### config.mk
export PLATFORM = sky130hd
export DESIGN_NAME = rm_cluster_sched
export DESIGN_NICKNAME = d
export VERILOG_FILES = /design/src/rtl/rm_sched_pkg.sv /design/src/rtl/rm_sym_fifo.sv /design/src/rtl/rm_cluster_sched.sv
export SDC_FILE = /design/constraint.sdc
export NUM_CORES = 1
export LEC_CHECK = 0
export ABC_AREA = 1
export CORE_MARGIN = 2
export CORE_UTILIZATION = 45
export DETAILED_ROUTE_END_ITERATION = 12
export DONT_BUFFER_PORTS = 1
export PLACE_DENSITY_LB_ADDON = 0.12
export SYNTH_ARGS = -nofsm -noshare
export SYNTH_HDL_FRONTEND = slang
export SYNTH_HIERARCHICAL = 1
export SYNTH_SLANG_ARGS = --single-unit
### constraint.sdc
create_clock -name clk -period 4.44 [get_ports clk]
set_input_delay 0.444 -clock clk [delete_from_list [all_inputs] [get_ports clk]]
set_output_delay 0.444 -clock clk [all_outputs]
set_load 0.02 [all_outputs]
### src/rtl/rm_sched_pkg.sv
// Shared types and widths for the runtime-monitor cluster scheduler.
package rm_sched_pkg;

    localparam int SYM_W = 8;
    localparam int IDX_W = 32;

    typedef enum logic [1:0] {
        ST_IDLE,
        ST_RUN,
        ST_HALT,
        ST_FLUSH
    } sched_state_t;

endpackage

### src/rtl/rm_sym_fifo.sv
// Symbol FIFO between the source arbiter and the cluster issue stage.
module rm_sym_fifo
    import rm_sched_pkg::*;
#(
    parameter int DEPTH = 8
) (
    input  logic             clk,
    input  logic             reset,
    input  logic             i_flush,
    input  logic             i_push,
    input  logic [SYM_W-1:0] i_data,
    input  logic             i_pop,
    output logic [SYM_W-1:0] o_data,
    output logic             o_full,
    output logic             o_empty
);

    localparam int AW = (DEPTH > 1) ? $clog2(DEPTH) : 1;

    logic [SYM_W-1:0] r_mem [DEPTH];
    logic [AW-1:0]    r_wr;
    logic [AW-1:0]    r_rd;
    logic [AW:0]      r_cnt;
    logic             w_push;
    logic             w_pop;

    assign o_full  = (r_cnt == (AW+1)'(DEPTH));
    assign o_empty = (r_cnt == '0);
    assign o_data  = r_mem[r_rd];
    assign w_pop   = i_pop && !o_empty;
    assign w_push  = i_push && (!o_full || w_pop);

    always_ff @(posedge clk) begin
        if (w_push) begin
            r_mem[r_wr] <= i_data;
        end
    end

    always_ff @(posedge clk or posedge reset) begin
        if (reset) begin
            r_wr  <= '0;
            r_rd  <= '0;
            r_cnt <= '0;
        end else if (i_flush) begin
            r_wr  <= '0;
            r_rd  <= '0;
            r_cnt <= '0;
        end else begin
            if (w_push) begin
                r_wr <= r_wr + 1'b1;
            end
            if (w_pop) begin
                r_rd <= r_rd + 1'b1;
            end
            unique case ({w_push, w_pop})
                2'b10:   r_cnt <= r_cnt + 1'b1;
                2'b01:   r_cnt <= r_cnt - 1'b1;
                default: r_cnt <= r_cnt;
            endcase
        end
    end

endmodule

### src/rtl/rm_cluster_sched.sv
// Arbitrates symbol sources into a FIFO, issues symbols to the monitor
// cluster, aligns returned flags with issue tags and sequences flushes.
module rm_cluster_sched
    import rm_sched_pkg::*;
#(
    parameter int NUM_SRC    = 4,
    parameter int NUM_LTL    = 5,
    parameter int DEPTH      = 8,
    parameter int FLAG_LAT   = 1,
    parameter int RST_CYCLES = 2
) (
    input  logic                     clk,
    input  logic                     reset,
    input  logic [NUM_SRC-1:0]       src_valid,
    input  logic [NUM_SRC*SYM_W-1:0] src_symbol,
    output logic [NUM_SRC-1:0]       src_ready,
    input  logic                     enable,
    input  logic                     clear,
    input  logic                     halt_on_viol,
    output logic                     mon_run,
    output logic [SYM_W-1:0]         mon_symbols,
    output logic                     mon_reset,
    input  logic [NUM_LTL-1:0]       mon_flags,
    output logic [NUM_LTL-1:0]       viol_sticky,
    output logic                     viol_irq,
    output logic [IDX_W-1:0]         first_viol_idx,
    output logic [IDX_W-1:0]         sym_count,
    output logic                     busy
);

    localparam int PW = (NUM_SRC > 1) ? $clog2(NUM_SRC) : 1;
    localparam int CW = (RST_CYCLES > 1) ? $clog2(RST_CYCLES) : 1;

    sched_state_t     r_state;
    logic [PW-1:0]    r_rr;
    logic [CW-1:0]    r_rst_cnt;
    logic             r_mon_run;
    logic [SYM_W-1:0] r_mon_sym;
    logic             r_mon_reset;
    logic [NUM_LTL-1:0] r_sticky;
    logic [IDX_W-1:0] r_first;
    logic [IDX_W-1:0] r_count;
    logic [IDX_W-1:0] r_cur_idx;
    logic [FLAG_LAT-1:0] r_tag_v;
    logic [IDX_W-1:0] r_tag_idx [FLAG_LAT];

    logic [NUM_SRC-1:0] w_grant;
    logic [PW-1:0]    w_gidx;
    logic             w_any;
    logic [PW:0]      w_sum;
    logic [PW-1:0]    w_idx;
    logic [SYM_W-1:0] w_din;
    logic [SYM_W-1:0] w_head;
    logic             w_full;
    logic             w_empty;
    logic             w_tag_v;
    logic [NUM_LTL-1:0] w_flags;
    logic             w_viol;
    logic             w_flush;
    logic             w_issue;

    // Round-robin search starting at r_rr; first valid source wins.
    always_comb begin
        w_grant = '0;
        w_gidx  = '0;
        w_any   = 1'b0;
        w_sum   = '0;
        w_idx   = '0;
        w_din   = '0;
        if (r_state != ST_FLUSH && !w_full) begin
            for (int k = 0; k < NUM_SRC; k++) begin
                w_sum = {1'b0, r_rr} + (PW+1)'(k);
                if (w_sum >= (PW+1)'(NUM_SRC)) begin
                    w_sum = w_sum - (PW+1)'(NUM_SRC);
                end
                w_idx = w_sum[PW-1:0];
                if (!w_any && src_valid[w_idx]) begin
                    w_any          = 1'b1;
                    w_grant[w_idx] = 1'b1;
                    w_gidx         = w_idx;
                end
            end
        end
        for (int i = 0; i < NUM_SRC; i++) begin
            if (w_grant[i]) begin
                w_din = src_symbol[i*SYM_W +: SYM_W];
            end
        end
    end

    assign w_tag_v = r_tag_v[FLAG_LAT-1];
    assign w_flags = w_tag_v ? mon_flags : '0;
    assign w_viol  = |w_flags;
    assign w_flush = clear || (r_state == ST_FLUSH);
    assign w_issue = (r_state == ST_RUN) && !w_empty && !clear
                     && !(halt_on_viol && w_viol);

    rm_sym_fifo #(
        .DEPTH(DEPTH)
    ) u_fifo (
        .clk    (clk),
        .reset  (reset),
        .i_flush(w_flush),
        .i_push (w_any),
        .i_data (w_din),
        .i_pop  (w_issue),
        .o_data (w_head),
        .o_full (w_full),
        .o_empty(w_empty)
    );

    always_ff @(posedge clk or posedge reset) begin
        if (reset) begin
            r_state     <= ST_IDLE;
            r_mon_reset <= 1'b0;
            r_rst_cnt   <= '0;
        end else if (clear) begin
            r_state     <= ST_FLUSH;
            r_mon_reset <= 1'b1;
            r_rst_cnt   <= '0;
        end else begin
            unique case (r_state)
                ST_IDLE: begin
                    if (enable) r_state <= ST_RUN;
                end
                ST_RUN: begin
                    if (halt_on_viol && w_viol) r_state <= ST_HALT;
                    else if (!enable)           r_state <= ST_IDLE;
                end
                ST_HALT: begin
                    r_state <= ST_HALT;
                end
                ST_FLUSH: begin
                    if (r_rst_cnt == CW'(RST_CYCLES - 1)) begin
                        r_state     <= ST_IDLE;
                        r_mon_reset <= 1'b0;
                        r_rst_cnt   <= '0;
                    end else begin
                        r_rst_cnt <= r_rst_cnt + 1'b1;
                    end
                end
                default: r_state <= ST_IDLE;
            endcase
        end
    end

    always_ff @(posedge clk or posedge reset) begin
        if (reset) begin
            r_mon_run <= 1'b0;
            r_mon_sym <= '0;
            r_cur_idx <= '0;
            r_count   <= '0;
            r_rr      <= '0;
            r_sticky  <= '0;
            r_first   <= '0;
        end else begin
            r_mon_run <= w_issue;
            if (w_issue) begin
                r_mon_sym <= w_head;
                r_cur_idx <= r_count;
            end
            if (w_flush) begin
                r_count  <= '0;
                r_rr     <= '0;
                r_sticky <= '0;
                r_first  <= '0;
            end else begin
                if (w_issue) r_count <= r_count + 1'b1;
                if (w_any) begin
                    r_rr <= (w_gidx == PW'(NUM_SRC - 1)) ? '0 : w_gidx + 1'b1;
                end
                if (w_viol) begin
                    if (r_sticky == '0) r_first <= r_tag_idx[FLAG_LAT-1];
                    r_sticky <= r_sticky | w_flags;
                end
            end
        end
    end

    // Tag i is valid in the cycle the cluster answers for that symbol.
    always_ff @(posedge clk or posedge reset) begin
        if (reset) begin
            r_tag_v <= '0;
            for (int i = 0; i < FLAG_LAT; i++) r_tag_idx[i] <= '0;
        end else if (w_flush) begin
            r_tag_v <= '0;
        end else begin
            r_tag_v[0]   <= r_mon_run;
            r_tag_idx[0] <= r_cur_idx;
            for (int i = 1; i < FLAG_LAT; i++) begin
                r_tag_v[i]   <= r_tag_v[i-1];
                r_tag_idx[i] <= r_tag_idx[i-1];
            end
        end
    end

    assign src_ready      = w_grant;
    assign mon_run        = r_mon_run;
    assign mon_symbols    = r_mon_sym;
    assign mon_reset      = r_mon_reset;
    assign viol_sticky    = r_sticky;
    assign viol_irq       = |r_sticky;
    assign first_viol_idx = r_first;
    assign sym_count      = r_count;
    assign busy           = !w_empty || r_mon_run || (|r_tag_v)
                            || (r_state == ST_FLUSH);

endmodule
After elaboration in Yosys (flattened, before gate mapping)
Memories as Yosys holds them, arrays and structs flattened. A register that Yosys moved wholly into a read port is not among the register bits. Cells that the tools add are included.

Add/sub/neg operators: 14. $lt $le $gt $ge: 12. Eq/ne operators: 11. Muxes and demuxes: 81. Bitwise operators: 4. Reductions and logical operators: 43.

Operators by type and width (number): $mux 32 (5); $mux 2 (21); $mux 4 (9); $add 32x1->32 const B (1); $mux 8 (4); $mux 1 (25); $reduce_bool 2->1 (8); $mux 5 (3); $logic_and 1x1->1 (14); $lt 2x3->1 const B (4); $mux 3 (4); $or 4x4->4 (3); $reduce_or 5->1 (2); $ge 3x3->1 const B (3); $bmux 1 s2 (4); $demux 1 s2 (4); $eq 2x2->1 const B (4); $ge 2x1->1 const B (4); $pmux 2 s4 (1); $pmux 4 s2 (1); $sub 2x1->2 const B (4); $logic_not 1->1 (7); $add 2x2->3 const B (2); $add 3x1->3 const B (2); other kinds (19) (26).

Register bits: 151. Memory bits (writable): 64. Input port bits: 46. Output and inout port bits: 85. Logic and storage cells: 180. Memories kept: 1.

Memories: u_fifo.r_mem (depth 8, width 8, read ports 1, clocked after Yosys merged registers in 1, write ports 1, RTL line rm_sym_fifo.sv:20) `logic [SYM_W-1:0] r_mem [DEPTH];`.

Depth between registers and ports, before layout
Depth in word-level cells: 24. Mapped depth: 20. Mapped depth without buffers: 20.

Hierarchy
The synthesis kept the hierarchy.

By module, submodules not included: rm_cluster_sched (instances 1, cells each 897, area each 7325.8 µm², sequential area each 3728.6 µm²); rm_sym_fifo (instances 1, cells each 292, area each 3234.4 µm², sequential area each 2172.1 µm²).

Worst setup path after synthesis
Ideal clock, no wire load.

Path kind: flip-flop to flip-flop. Start point: register r_rr[0]. End point: register u_fifo.r_cnt[3]. Setup time: 117 ps. Data arrival time: 2696 ps. Required time: 4323 ps. Slack: 1628 ps. Cell stages (with the launch flop): 21. Path buffers: 0. Clock period less this slack: 2812 ps. Cell sequence: dfrtp_1 -> inv_2 -> ha_1 -> inv_1 -> nand2_2 -> nand2_4 -> nor2_8 -> nand2_1 -> o21ai_2 -> inv_1 -> nand3b_4 -> inv_2 -> ha_1 -> nand3_1 -> nand3_1 -> nand2_1 -> nand2_1 -> nand2_1 -> nand2_1 -> nand2_1 -> nand2_1.

Word-level cells in the longest chain between the ends: 23. Elaborated cells between the ends (all ways): 47. Those cells by class: add/sub: 7; order compare: 4; eq/ne: 2; mux: 26; reduce/logical: 8.

Ends and longest elaborated chain: start, declared (RTL line rm_cluster_sched.sv:35) `logic [PW-1:0] r_rr;`; start signal, assigned (RTL line rm_cluster_sched.sv:170) `r_rr <= (w_gidx == PW'(NUM_SRC - 1)) ? '0 : w_gidx + 1'b1;`; $ge 2x3->1 or $sub 2x1->2 (tied branches) (RTL line rm_cluster_sched.sv:73, rm_cluster_sched.sv:74); $mux 2 (RTL line rm_cluster_sched.sv:73) `if (w_sum >= (PW+1)'(NUM_SRC)) begin`; $mux 2 (RTL line rm_cluster_sched.sv:70) `if (r_state != ST_FLUSH && !w_full) begin`; $bmux 1 s2 (RTL line rm_cluster_sched.sv:77) `if (!w_any && src_valid[w_idx]) begin`; $mux 1 (implied by the code) (RTL line rm_cluster_sched.sv:77); $mux 1 (RTL line rm_cluster_sched.sv:77); $mux 1 (RTL line rm_cluster_sched.sv:70); $logic_not 1->1 (RTL line rm_cluster_sched.sv:77); (+8 left out); $logic_and 1x1->1 (RTL line rm_cluster_sched.sv:77); $mux 1 (*) (RTL line rm_cluster_sched.sv:77); $mux 1 (*) (RTL line rm_cluster_sched.sv:70); named net w_any (RTL line rm_cluster_sched.sv:49) `logic w_any;`; $logic_and 1x1->1 (*) (RTL line rm_sym_fifo.sv:31) `assign w_push = i_push && (!o_full || w_pop);`; $eq 2x1->1 or $eq 2x2->1 (tied branches) (RTL line rm_sym_fifo.sv:55) `unique case ({w_push, w_pop})`; $pmux 4 s2 (RTL line rm_sym_fifo.sv:55); $mux 4 (RTL line rm_sym_fifo.sv:44) `end else if (i_flush) begin`; end signal, assigned (RTL line rm_sym_fifo.sv:56) `2'b10: r_cnt <= r_cnt + 1'b1;`; end signal, assigned (RTL line rm_sym_fifo.sv:57) `2'b01: r_cnt <= r_cnt - 1'b1;`; end signal, assigned (RTL line rm_sym_fifo.sv:58) `default: r_cnt <= r_cnt;`; end, declared (RTL line rm_sym_fifo.sv:23) `logic [AW:0] r_cnt;`.

The timed path passes the listed nets; every way through them passes the cells marked *. The select of a mux whose other input is x is not followed. A chain may end at the register's enable or synchronous reset.

Final worst setup path
Start point: register r_rr[0]. End point: output port src_ready[2].

Word-level cells in the longest chain between the ends: 19. Elaborated cells between the ends (all ways): 70. Those cells by class: add/sub: 7; order compare: 12; mux: 38; bitwise: 3; reduce/logical: 10.

Ends and longest elaborated chain: branches (longest 17 deep; another with $add 2x1->3); $mux 4 (*) (RTL line rm_cluster_sched.sv:77); $mux 4 (*) (RTL line rm_cluster_sched.sv:70); end, declared (RTL line rm_cluster_sched.sv:16) `output logic [NUM_SRC-1:0] src_ready,`.

Mark *: on every way between the ends. The select of a mux whose other input is x is not followed.

==> impl_metrics.py <==
metrics = {
    "status": {
        "status": "finished with violations",
        "violations": "hold timing",
    },
    "yosys": {
        "synth.distinct_cells": 49,
        "list_of_most_frequent_post_synthesis_cells": "266 x sky130_fd_sc_hd__nand2_1, 159 x sky130_fd_sc_hd__dfrtp_1, 131 x sky130_fd_sc_hd__o21ai_0, 118 x sky130_fd_sc_hd__inv_1, 107 x sky130_fd_sc_hd__nor2_1",
        "synth_area_per_cell_sq_um": 8.88,
        "syn_area_sq_um": 10600,
        "register_area_share_after_synthesis": 0.559,
        "synth_most_common_cell": "sky130_fd_sc_hd__nand2_1",
        "synth_enable_flop_cells": 64,
        "synth_fp_nets": 1248,
        "postSynthRegisterBits": 223,
        "synth-main-ff-cell": "sky130_fd_sc_hd__dfrtp_1",
        "synthArstFlopShare": 0.713,
        "synth_warnings": 6,
        "synth_top_area_cell": "sky130_fd_sc_hd__dfrtp_1",
        "synth_top_cell_area_share": 0.377,
        "ys_top_cells_by_area": "sky130_fd_sc_hd__dfrtp_1 38%, sky130_fd_sc_hd__edfxtp_1 18%, sky130_fd_sc_hd__nand2_1 9.5%, sky130_fd_sc_hd__o21ai_0 6.2%, sky130_fd_sc_hd__nand3_1 4.6%",
        "synth_cells": 1189,
    },
    "global_routing": {
        "overflow_after_grt": 0,
        "grt_pass1_wl_um": 39600,
        "grt_antenna_before_repair": 0,
        "grt_pass1_vias": 7571,
        "pin_count_of_the_biggest_net_entering_global_routing": 150,
        "grtUsageTotal": 0.200,
    },
    "worst_setup_path": {
        "r2r-start": "r_rr[0]",
        "critical_path_class": "reg -> out",
        "worst-endpoint-arrival_ns": 2.77,
        "type_of_origin_of_the_critical_path": "flop",
        "cp_max_fo": 10,
        "r2r_slack_ns": 1.34,
        "worst_setup_path_end_kind": "output port",
        "reg2reg_to": "u_fifo/r_cnt[3]",
        "worstPathRequired_ns": 4.00,
        "number_of_cells_on_the_worst_reg_to_reg_path": 20,
    },
    "layout": {
        "finish.utilization": 0.504,
        "design.final.nets": 1238,
        "area.sequential_sq_um": 5900,
        "fin_area_sq_um": 11700,
        "area_of_combinational_cells_with_multiple_inputs_sq_um": 3970,
        "antenna_cells_inserted": 0,
        "drive_gt1_frac": 0.0935,
        "fillers": 2225,
        "area_growth_pct": 11.0,
    },
    "timing": {
        "fin_hold_ws_ns": -0.00777,
        "finalMaxSlewViolations": 0,
        "final_period_minus_worst_setup_slack_ns": 3.22,
        "final.setup_skew_ns": 0.0116,
        "setup-violations-final": 0,
        "rsz0062_at_grt": "false",
        "worst_slew_pin_slew_ns": 1.07,
        "finalHoldViolations": 8,
        "achievable-frequency_mhz": 311,
        "period_share": 0.724,
        "setup_tns_ns": 0,
        "timing.max_slew.rel_slack": 0.284,
    },
    "floorplanning": {
        "start_util": 0.454,
        "number_of_standard_cell_rows_in_the_floorplan": 56,
        "floorplan.die.width_um": 157,
        "die_height_um": 157,
        "area_of_the_placeable_core_sq_um": 23300,
        "floorplan.die_area_sq_um": 24700,
        "design.portCount": 131,
    },
    "place": {
        "detailed_place.area_sq_um": 10800,
        "dp_hpwl_um": 16100,
        "place_congestion": 0.883,
        "placement.io_buffers": 0,
    },
    "power": {
        "p_leak_nw": 5.18,
        "worst_ir_drop_vdd_v": 0.000456,
        "power.density_nw_per_um2": 545,
    },
    "clocking": {
        "htreeDepth": 1,
        "max-clock-path-buffers": 3,
        "clkSlewWorstSetupHoldPaths_ns": 0.06,
        "cts_root_buffer": "sky130_fd_sc_hd__clkbuf_16",
        "cts_made_buffers": 25,
        "clock_latency_ns": 0.53,
        "tritoncts_clock_tree": "done",
        "clk_sink_count": 223,
        "count_of_instances_resized_after_the_clock_tree_is_built": 0,
    },
    "hold_path": {
        "hold_path.class": "in -> async",
    },
    "job": {
        "cap_violations": 0,
    },
    "detailed_routing": {
        "first_iter_violations": 693,
        "drc_errors": 0,
        "post_drt_via_cell_ratio": 5.03,
        "wirelength_um": 24100,
        "drt_pre_antenna_iters": 5,
        "detail-route-antenna-nets": 0,
        "wl_per_cell_um": 15.9,
        "dr_total_vias": 7629,
    },
}
-- metal layers --
| layer | global-route usage | vias to the layer above | share of wire |
|---|---|---|---|
| li1 | - | 3902 | - |
| met1 | 0.267 | 3489 | 0.45 |
| met2 | 0.334 | 189 | 0.47 |
| met3 | 0.0366 | 49 | 0.055 |
| met4 | 0.0593 | 0 | 0.027 |
| met5 | 0 | - | 0 |
-- kinds of logic after synthesis --
kind of cell | Yosys count | share of synthesized area
adders and majority gates | 13 | 0.0161
and+or+nand+nor | 551 | 0.242
AOI/OAI and AO/OA | 218 | 0.110
xor gates and xnor gates | 9 | 0.00746
DFF | 223 | 0.559
buffers and inverters | 175 | 0.0660
-- layout by cell type, fill, tap and decap left out, types with 3 or more instances in the layout --
cell / n
sky130_fd_sc_hd__dfrtp_1: 159
sky130_fd_sc_hd__nor2_2: 6
sky130_fd_sc_hd__nor3_1: 18
sky130_fd_sc_hd__inv_2: 12
sky130_fd_sc_hd__o31ai_1: 4
sky130_fd_sc_hd__o21a_1: 3
sky130_fd_sc_hd__nand2_1: 266
sky130_fd_sc_hd__a31oi_1: 3
sky130_fd_sc_hd__nand3_2: 4
sky130_fd_sc_hd__nor2_1: 106
sky130_fd_sc_hd__buf_4: 6
sky130_fd_sc_hd__bufinv_16: 3
sky130_fd_sc_hd__clkinv_2: 5
sky130_fd_sc_hd__clkbuf_8: 4
sky130_fd_sc_hd__ha_1: 12
sky130_fd_sc_hd__clkinvlp_4: 3
sky130_fd_sc_hd__xor2_1: 7
sky130_fd_sc_hd__edfxtp_1: 64
sky130_fd_sc_hd__o21ai_0: 131
sky130_fd_sc_hd__nand3_1: 97
sky130_fd_sc_hd__nor4_1: 5
sky130_fd_sc_hd__inv_1: 117
sky130_fd_sc_hd__nor2_4: 4
sky130_fd_sc_hd__nand4_1: 11
sky130_fd_sc_hd__nand2_4: 8
sky130_fd_sc_hd__nand2_2: 12
sky130_fd_sc_hd__o21ai_1: 40
sky130_fd_sc_hd__clkbuf_16: 26
sky130_fd_sc_hd__a21oi_1: 25
-- metrics by stage --
stage / worst slack, ns / hold slack, ns / instances / power, W
2_1_floorplan: 1.63 / 0.284 / 1189 / 0.00388
3_3_place_gp: 1.42 / 0.345 / 1470 / 0.00426
3_5_place_dp: 1.35 / 0.348 / 1470 / 0.00428
4_1_cts: 1.23 / 0.0428 / 1517 / 0.00648
5_1_grt: 1.02 / 0.0529 / 1517 / 0.00681
6_report: 1.22 / -0.00777 / 1517 / 0.00639
-- worst max path at each step --
stage                     slack (ns)  startpoint            endpoint
after floorplan                 1.63     r_rr[0]     u_fifo/r_cnt[3]
after global placement          1.42     r_rr[0]  u_fifo/r_mem[0][2]
after detailed placement        1.35     r_rr[0]     u_fifo/r_cnt[3]
after CTS                       1.23     r_rr[0]        src_ready[2]
after global routing            1.02     r_rr[0]     u_fifo/r_cnt[3]
final                           1.22     r_rr[0]        src_ready[2]
-- area by class of cell --
type / count / share of cell area
multi-input combinational: 791 / 0.339
sequential: 223 / 0.503
clock buffer: 33 / 0.0615
tap: 319 / 0.0340
clock inverter: 13 / 0.0141
inverter: 130 / 0.0419
timing repair buffer: 8 / 0.00640
-- worst max-delay path: stages (launching register included) --
cell                      delay [ns]
sky130_fd_sc_hd__dfrtp_1        0.55
sky130_fd_sc_hd__inv_2          0.15
sky130_fd_sc_hd__ha_1           0.38
sky130_fd_sc_hd__inv_1          0.12
sky130_fd_sc_hd__nand3_1        0.08
sky130_fd_sc_hd__nand2_1        0.12
sky130_fd_sc_hd__nand2_1        0.07
sky130_fd_sc_hd__nor2_1         0.20
sky130_fd_sc_hd__nand2_1        0.13
sky130_fd_sc_hd__nand3_4        0.16
sky130_fd_sc_hd__nand2_4        0.10
sky130_fd_sc_hd__inv_1          0.17
-- what timing repair did --
action | 4_1_cts | 5_1_grt
endpoints found under the hold margin | 10 | 0
buffers inserted | 0 | 0
hold buffers | 1 | 0
-- flip-flops by register name (all words and copies together) (netlist names) --
| signal | count |
|---|---|
| u_fifo/r_mem | 64 |
| first_viol_idx | 32 |
| r_cur_idx | 32 |
| r_tag_idx | 32 |
| sym_count | 32 |
| mon_symbols | 8 |
| viol_sticky | 5 |
| u_fifo/r_cnt | 4 |
| u_fifo/r_rd | 3 |
| u_fifo/r_wr | 3 |
| r_rr | 2 |
| r_state | 2 |
| mon_reset | 1 |
| mon_run | 1 |
| r_rst_cnt | 1 |
| r_tag_v | 1 |
-- report_power, final --
part,leakage [nW],internal [W],switching [W]
sequential,2.74,0.00262,0.000203
clock,0.437,0.00133,0.000845
combinational,2.01,0.000386,0.00101
total,5.18,0.00433,0.00206
Power figures use the tool's default switching activity.
